File: src/rtl/multicycle_controller.sv
// Multicycle RV32I control FSM: sequences datapath per instruction, stalls on memory ready.
// Optional I-type ALU support (addi/slti/ori/andi) is enabled by defining RISCV_ITYPE_ALU_EN.
module multicycle_controller #(
  parameter int WAIT_LIMIT = 16,
  parameter int WAIT_W     = $clog2(WAIT_LIMIT + 1)
) (
  input  logic       i_clk,
  input  logic       i_rst_n,
  input  logic [6:0] i_opcode,
  input  logic [2:0] i_funct3,
  input  logic       i_funct7b5,
  input  logic       i_zero,
  input  logic       i_memReady,
  output logic       o_pcWrite,
  output logic       o_adrSrc,
  output logic       o_memWrite,
  output logic       o_irWrite,
  output logic       o_regWrite,
  output logic [1:0] o_resultSrc,
  output logic [1:0] o_aluSrcA,
  output logic [1:0] o_aluSrcB,
  output logic [1:0] o_immSrc,
  output logic [2:0] o_aluControl,
  output logic       o_illegal,
  output logic       o_memTimeout
);

  localparam logic [6:0] OP_LW    = 7'b0000011;
  localparam logic [6:0] OP_SW    = 7'b0100011;
  localparam logic [6:0] OP_R     = 7'b0110011;
  localparam logic [6:0] OP_BEQ   = 7'b1100011;
  localparam logic [6:0] OP_ITYPE = 7'b0010011;

  // A zero-width counter is impossible, so WAIT_LIMIT=0 still keeps one bit.
  localparam int               CNT_W   = (WAIT_W < 1) ? 1 : WAIT_W;
  localparam logic [CNT_W-1:0] CNT_MAX = '1;
  localparam logic [CNT_W-1:0] LIMIT   = CNT_W'(WAIT_LIMIT);

  typedef enum logic [3:0] {
    S_FETCH,
    S_DECODE,
    S_MEMADR,
    S_MEMREAD,
    S_MEMWB,
    S_MEMWRITE,
    S_EXECR,
    S_EXECI,
    S_ALUWB,
    S_BEQ
  } state_t;

  state_t           state_q, state_d;
  logic [CNT_W-1:0] waitCnt_q, waitCnt_d;
  logic             waiting;
  logic             timeout;

  function automatic logic [2:0] aluDecode(input logic [2:0] f3, input logic f7b5);
    case (f3)
      3'b000:  aluDecode = f7b5 ? 3'b001 : 3'b000;
      3'b010:  aluDecode = 3'b101;
      3'b110:  aluDecode = 3'b011;
      3'b111:  aluDecode = 3'b010;
      default: aluDecode = 3'b000;
    endcase
  endfunction

  always_ff @(posedge i_clk or negedge i_rst_n) begin
    if (!i_rst_n) begin
      state_q   <= S_FETCH;
      waitCnt_q <= '0;
    end else begin
      state_q   <= state_d;
      waitCnt_q <= waitCnt_d;
    end
  end

  always_comb begin
    case (i_opcode)
      OP_SW:   o_immSrc = 2'b01;
      OP_BEQ:  o_immSrc = 2'b10;
      default: o_immSrc = 2'b00;
    endcase
  end

  // A ready in the limit cycle still completes normally; only a stuck access aborts.
  assign waiting = ((state_q == S_FETCH) || (state_q == S_MEMREAD) || (state_q == S_MEMWRITE))
                   && !i_memReady;
  assign timeout = waiting && (WAIT_LIMIT != 0) && (waitCnt_q == LIMIT);

  always_comb begin
    state_d      = state_q;
    waitCnt_d    = '0;
    o_pcWrite    = 1'b0;
    o_adrSrc     = 1'b0;
    o_memWrite   = 1'b0;
    o_irWrite    = 1'b0;
    o_regWrite   = 1'b0;
    o_resultSrc  = 2'b00;
    o_aluSrcA    = 2'b00;
    o_aluSrcB    = 2'b00;
    o_aluControl = 3'b000;
    o_illegal    = 1'b0;
    o_memTimeout = timeout;

    if (waiting && !timeout) begin
      waitCnt_d = (waitCnt_q == CNT_MAX) ? waitCnt_q : waitCnt_q + 1'b1;
    end

    case (state_q)
      S_FETCH: begin
        o_aluSrcB   = 2'b10;
        o_resultSrc = 2'b10;
        if (i_memReady) begin
          o_irWrite = 1'b1;
          o_pcWrite = 1'b1;
          state_d   = S_DECODE;
        end
      end
      S_DECODE: begin
        o_aluSrcA = 2'b01;
        o_aluSrcB = 2'b01;
        case (i_opcode)
          OP_LW, OP_SW: state_d = S_MEMADR;
          OP_R:         state_d = S_EXECR;
          OP_BEQ:       state_d = S_BEQ;
`ifdef RISCV_ITYPE_ALU_EN
          OP_ITYPE:     state_d = S_EXECI;
`endif
          default: begin
            o_illegal = 1'b1;
            state_d   = S_FETCH;
          end
        endcase
      end
      S_MEMADR: begin
        o_aluSrcA = 2'b10;
        o_aluSrcB = 2'b01;
        if (i_opcode == OP_LW)      state_d = S_MEMREAD;
        else if (i_opcode == OP_SW) state_d = S_MEMWRITE;
        else                        state_d = S_FETCH;
      end
      S_MEMREAD: begin
        o_adrSrc = 1'b1;
        if (timeout)         state_d = S_FETCH;
        else if (i_memReady) state_d = S_MEMWB;
      end
      S_MEMWB: begin
        o_resultSrc = 2'b01;
        o_regWrite  = 1'b1;
        state_d     = S_FETCH;
      end
      S_MEMWRITE: begin
        o_adrSrc = 1'b1;
        if (timeout) begin
          state_d = S_FETCH;
        end else begin
          o_memWrite = 1'b1;
          if (i_memReady) state_d = S_FETCH;
        end
      end
      S_EXECR: begin
        o_aluSrcA    = 2'b10;
        o_aluControl = aluDecode(i_funct3, i_funct7b5);
        state_d      = S_ALUWB;
      end
      S_EXECI: begin
        o_aluSrcA    = 2'b10;
        o_aluSrcB    = 2'b01;
        o_aluControl = aluDecode(i_funct3, 1'b0);
        state_d      = S_ALUWB;
      end
      S_ALUWB: begin
        o_regWrite = 1'b1;
        state_d    = S_FETCH;
      end
      S_BEQ: begin
        o_aluSrcA    = 2'b10;
        o_aluControl = 3'b001;
        o_pcWrite    = i_zero;
        state_d      = S_FETCH;
      end
      default: state_d = S_FETCH;
    endcase
  end

endmodule

File: config.mk
export PLATFORM = sky130hd
export DESIGN_NAME = multicycle_controller
export DESIGN_NICKNAME = d
export VERILOG_FILES = /design/src/rtl/multicycle_controller.sv
export SDC_FILE = /design/constraint.sdc
export NUM_CORES = 1
export LEC_CHECK = 0
export BUFFER_PORTS_ARGS = -buffer_cell sky130_fd_sc_hd__buf_2
export CAP_MARGIN = 20
export CORE_MARGIN = 4
export CORE_UTILIZATION = 45
export CTS_CLUSTER_DIAMETER = 40
export CTS_CLUSTER_SIZE = 14
export DETAILED_ROUTE_END_ITERATION = 10
export PLACE_DENSITY = 0.75
export SLEW_MARGIN = 30
export SYNTH_ARGS = -nofsm -noshare
export SYNTH_HDL_FRONTEND = slang
export SYNTH_SLANG_ARGS = --single-unit
File: constraint.sdc
create_clock -name i_clk -period 3.1 [get_ports i_clk]
set_input_delay 0.31 -clock i_clk [delete_from_list [all_inputs] [get_ports i_clk]]
set_output_delay 0.31 -clock i_clk [all_outputs]
set_load 0.02 [all_outputs]
Word level (Yosys, flattened, before mapping):

Index checks and enable logic that the tools add are counted.

* add/sub/neg operators: 1
* equality and inequality tests: 22
* muxes and demuxes: 28
* reductions and logical operators: 17

Operators by type and width (count)
* $pmux 4 s6: 1
* $mux 4: 5
* $pmux 3 s3: 2
* $eq 4x3->1 const B: 4
* $pmux 2 s2: 4
* $eq 7x6->1 const B: 2
* $pmux 3 s4: 1
* $pmux 4 s3: 1
* $eq 5x5->1 const B: 2
* $mux 5: 2
* $mux 1: 9
* $eq 4x2->1 const B: 2
* $eq 4x4->1 const B: 2
* $reduce_or 2->1: 4
* $reduce_or 4->1: 2
* $eq 7x2->1 const B: 1
* $eq 7x7->1 const B: 1
* $eq 3x3->1 const B: 2
* $mux 3: 2
* $ne 3x3->1 const B: 2
* $add 5x1->5 const B: 1
* $eq 4x1->1 const B: 1
* $logic_not 4->1: 1
* $ne 2x2->1 const B: 2
* 8 further kinds: 12

* flip-flop bits (word level): 9
* logic and storage cells: 70

Logic depth before layout (Yosys ltp):

* depth in word-level cells: 8
* mapped depth: 6
* gate-level depth less buffers: 6

Worst setup path after synthesis:

No wires, ideal clock.

* kind: register to output
* start: register state_q[0]
* end: output port o_irWrite
* arrival time: 1714 ps
* data required time: 2790 ps
* slack: 1076 ps
* stages on the path, launching flop included: 5
* cells stage by stage: dfrtp_1 buf_4 clkbuf_1 nor4_1 and2_1

* cells in the longest elaborated chain, start to end: 2

Ends and longest elaborated chain
* start, declared: line 52 `state_t state_q, state_d;`
* start signal, assigned: line 72 `state_q <= state_d;`
* $logic_not 4->1: line 109 `case (state_q)`
* $mux 1: line 109
* end, declared: line 17 `output logic o_irWrite,`

No other way between the ends.

Worst setup path after layout:

* start: register state_q[1]
* end: output port o_memTimeout

* cells in the longest elaborated chain, start to end: 5
* elaborated cells on any way between the ends: 7

Ends and longest elaborated chain
* $eq 4x2->1 or $logic_not 4->1 (tied branches): line 86 `assign waiting = ((state_q == S_FETCH) || (state_q == S_MEMREAD) || (state_q == S_MEMWRITE))`
* $logic_or 1x1->1: line 86
* $logic_or 1x1->1 (*): line 86
* $logic_and 1x1->1 (*): line 87 `&& !i_memReady;`
* $logic_and 1x1->1 (*): line 88 `assign timeout = waiting && (WAIT_LIMIT != 0) && (waitCnt_q == LIMIT);`
* end, declared: line 25 `output logic o_memTimeout`

Every way passes the cells marked *; elsewhere a longest branch is shown, timed or not.

==> summary.txt <==
Setup path
  – Top delay family on crit path: flip-flops
  – Worst setup SP type: flip-flop
  – Critical path arrival: about 1.8 ns
  – R2R Setup Slk: approximately 1.3 ns
  – WS Path Type: flip-flop to output port
  – CP Cell Sequence: xor2_1 -> mux2_2 -> nor3b_1 -> buf_2
  – CP Max Fanout: 19
  – Worst EP required: 2.79 ns
  – FF-to-FF End: waitCnt_q[4]
  – CP endpoint kind: output port
  – Crit path max-delay cell type: dfrtp_1
  – WP buf/inv: 1
  – R2r startpoint: state_q[1]
  – CP max stage delay: about 0.71 ns
  – Reg2Reg Depth: 4

Logic synthesis
  – Simple-gate share of the synthesized area: between 30% and 40%
  – Synth Area in XOR/XNOR: 5.30%
  – Largest family of logic cells by synthesized area: simple AND/OR/NAND/NOR gates
  – Synth Area in Adders: under 10%
  – Post-Synthesis Cells: between 100 and 150
  – Compound-Gate Fraction of Synth Area: about an eighth
  – Synth Area per Inst: 8.18 um2
  – Number of synthesized flops with an enable pin: 0
  – Post-synth top flop: dfrtp_1
  – Net Count, Synth: approximately 120
  – Post-synthesis sequential area ratio: a little over a quarter
  – Post-synth top cells: nor2_1, dfrtp_1, clkbuf_1
  – Post-Syn Area: between 800 and 900 um2
  – Synth Register Bits: 9
  – Post-synthesis mux area share: 5.00%
  – Synth top area share: between 20% and 30%
  – Post-synthesis cell type count: 40
  – Cell type with the highest aggregate area in the netlist: dfrtp_1
  – Post-synth ARST share: 100%
  – Synth area leaders: dfrtp_1, nor2_1, ha_1, nand2b_1, mux2i_1
  – Top-count cell post-synth: nor2_1
  – Yosys warnings: 0

Timing
  – Final worst-path cycle share: between 60 and 70%
  – Setup_tns: 0 ns
  – Final-report hold violation count: 0
  – Crit path time final: roughly 2.1 ns
  – Slew @ Worst Pin: 0.585 ns
  – Worst clock skew: between 0.003 and 0.004 ns
  – Slew Viols, Final: 0
  – Final setup vio count: 0
  – FMAX: ~480 MHz
  – Slew HR: between 60% and 70%
  – RSZ-0062 raised after global routing: false

Global route
  – Global Route Usage Sum: 16.2%
  – First-pass GRT wire length: 3.23 mm
  – Initial antenna violation count: 0
  – Largest net degree at the start of global routing: 20
  – Vias in the first global route: slightly below 800
  – Total grt overflow: 0

Floorplan
  – Die area: around 0.0026 mm2
  – Initial core utilization: between 40% and 50%
  – Die width: between 50 and 60 um
  – Core area: between 0.0015 and 0.002 mm2
  – I/O pins: 33
  – Die height: a little over 50 um
  – Std cell rows: 15

Hold path
  – Hold EP: state_q[2]
  – Hold/Removal Path Class: primary input to flip-flop
  – HP Start: i_opcode[5]
  – Hold depth: 3

Placed design
  – Gpl congestion: 0.853
  – Port bufs: 32
  – Area after DPL: around 1000 um2
  – Dpl hpwl: 1.49 mm

Layout
  – Fin area: roughly 0.001 mm2
  – Layout net count: about 150
  – Share of cells above drive strength 1: 30.0%
  – Total inserted antenna cells: 0
  – Post-layout util: slightly below 60%
  – Area grow syn2layout: 22.6%

Pwr
  – Final Power: 510 uW
  – Power Density: slightly above 500 mW/mm2
  – Leak Pwr: ~0.00049 uW
  – Max rail drop VDD: approximately 0.35 mV

Route
  – Number of detailed-route iterations in the first pass: 3
  – First DRT Iteration DRCs: 9
  – Final wirelength: ~1.9 mm
  – Antenna viol nets, final: 0
  – Total number of vias: 825
  – Remaining DRCs: 0
  – Mean number of vias per cell: 5.32
  – Routed length per placed instance: 12.0 um

Clock network
  – CTS Hold Bufs: 1
  – Worst-path clk slew: roughly 0.060 ns
  – Setup bufs post-CTS: 0
  – CTS sink cnt: 9
  – Post-CTS sizing: 0
  – Root buf cell: clkbuf_4
  – Clk Latency, worst-skew pair: about 0.24 ns
  – H-tree Lvls: 1
  – CTS buffer count: 3
  – TritonCTS clock tree: done
  – Clock Path Buffers: 2

Run
  – Max cap viols: 0

Run status
  – Outcome: finished, final reports clean
-- kinds of logic (layout without fill, tap and decap cells) --
| kind of cell | count (synthesis) | count (layout) |
|---|---|---|
| XOR/XNOR | 5 | 5 |
| adder cells (fa/ha/maj) | 4 | 4 |
| multiplexers | 4 | 4 |
| flip-flops | 9 | 9 |
| buffers and inverters | 12 | 41 |
| AO/OA/AOI/OAI | 17 | 17 |
| AND/OR/NAND/NOR | 50 | 50 |
-- how the worst max path moves through the flow --
stage | start | to | slack, ns | cells past startpoint
finish | state_q[1] | o_memTimeout | 1.00 | 4
global route | state_q[2] | o_aluControl[2] | 0.82 | 4
CTS | state_q[1] | o_memTimeout | 1.01 | 4
detailed placement | state_q[1] | waitCnt_q[4] | 1.27 | 4
global placement | state_q[1] | o_memTimeout | 1.27 | 4
floorplan | state_q[0] | o_irWrite | 1.08 | 4
-- metal layers --
layer	routed length (um)	GRT usage, %	vias up
li1	-	-	424
met1	761	17.9	385
met2	1020	30.4	14
met3	63	2.33	2
met4	19	6.73	0
met5	0	0	-
-- cell type report --
cell class,instances,area [um2]
inverters,4,15.0
multi-input cells,80,544
repair buffers,33,170
fillers,174,714
well taps,25,31.3
clock buffers,4,26.3
flip-flops and latches,9,225
-- cell usage in the layout, fill, tap and decap left out, drive strengths merged, types with 2 or more instances in the layout --
cell type / n
a21oi: 5
mux2i: 3
inv: 4
nand2: 5
xnor2: 2
o21ai: 3
clkbuf: 4
or3: 3
ha: 3
a211oi: 2
buf: 32
nor4b: 2
nor3b: 2
nor3: 5
nor2: 12
xor2: 3
dfrtp: 9
nor4: 3
nor2b: 3
nand2b: 6
-- where the power goes --
part	internal, uW	switching [uW]
clock	49.1	33.3
sequential	132	46.3
combinational	105	144
total	287	224
-- metrics by stage --
| step | setup slack (ns) | std cells | hold WS, ns |
|---|---|---|---|
| 6_report | 1.00 | 155 | 0.369 |
| 3_5_place_dp | 1.27 | 150 | 0.163 |
| 2_1_floorplan | 1.08 | 101 | 0.0144 |
| 4_1_cts | 1.01 | 155 | 0.367 |
| 3_3_place_gp | 1.27 | 150 | 0.162 |
| 5_1_grt | 0.815 | 155 | 0.380 |
-- sequential cells by signal (all words and copies together), names as in the netlist --
register,count
state_q,4
waitCnt_q,5
-- tightest hold or removal path, stage by stage --
cell and delay [ns]:
buf_2 0.12, nand4_1 0.07, o21ai_0 0.07
(Power assumes the default switching activity.)
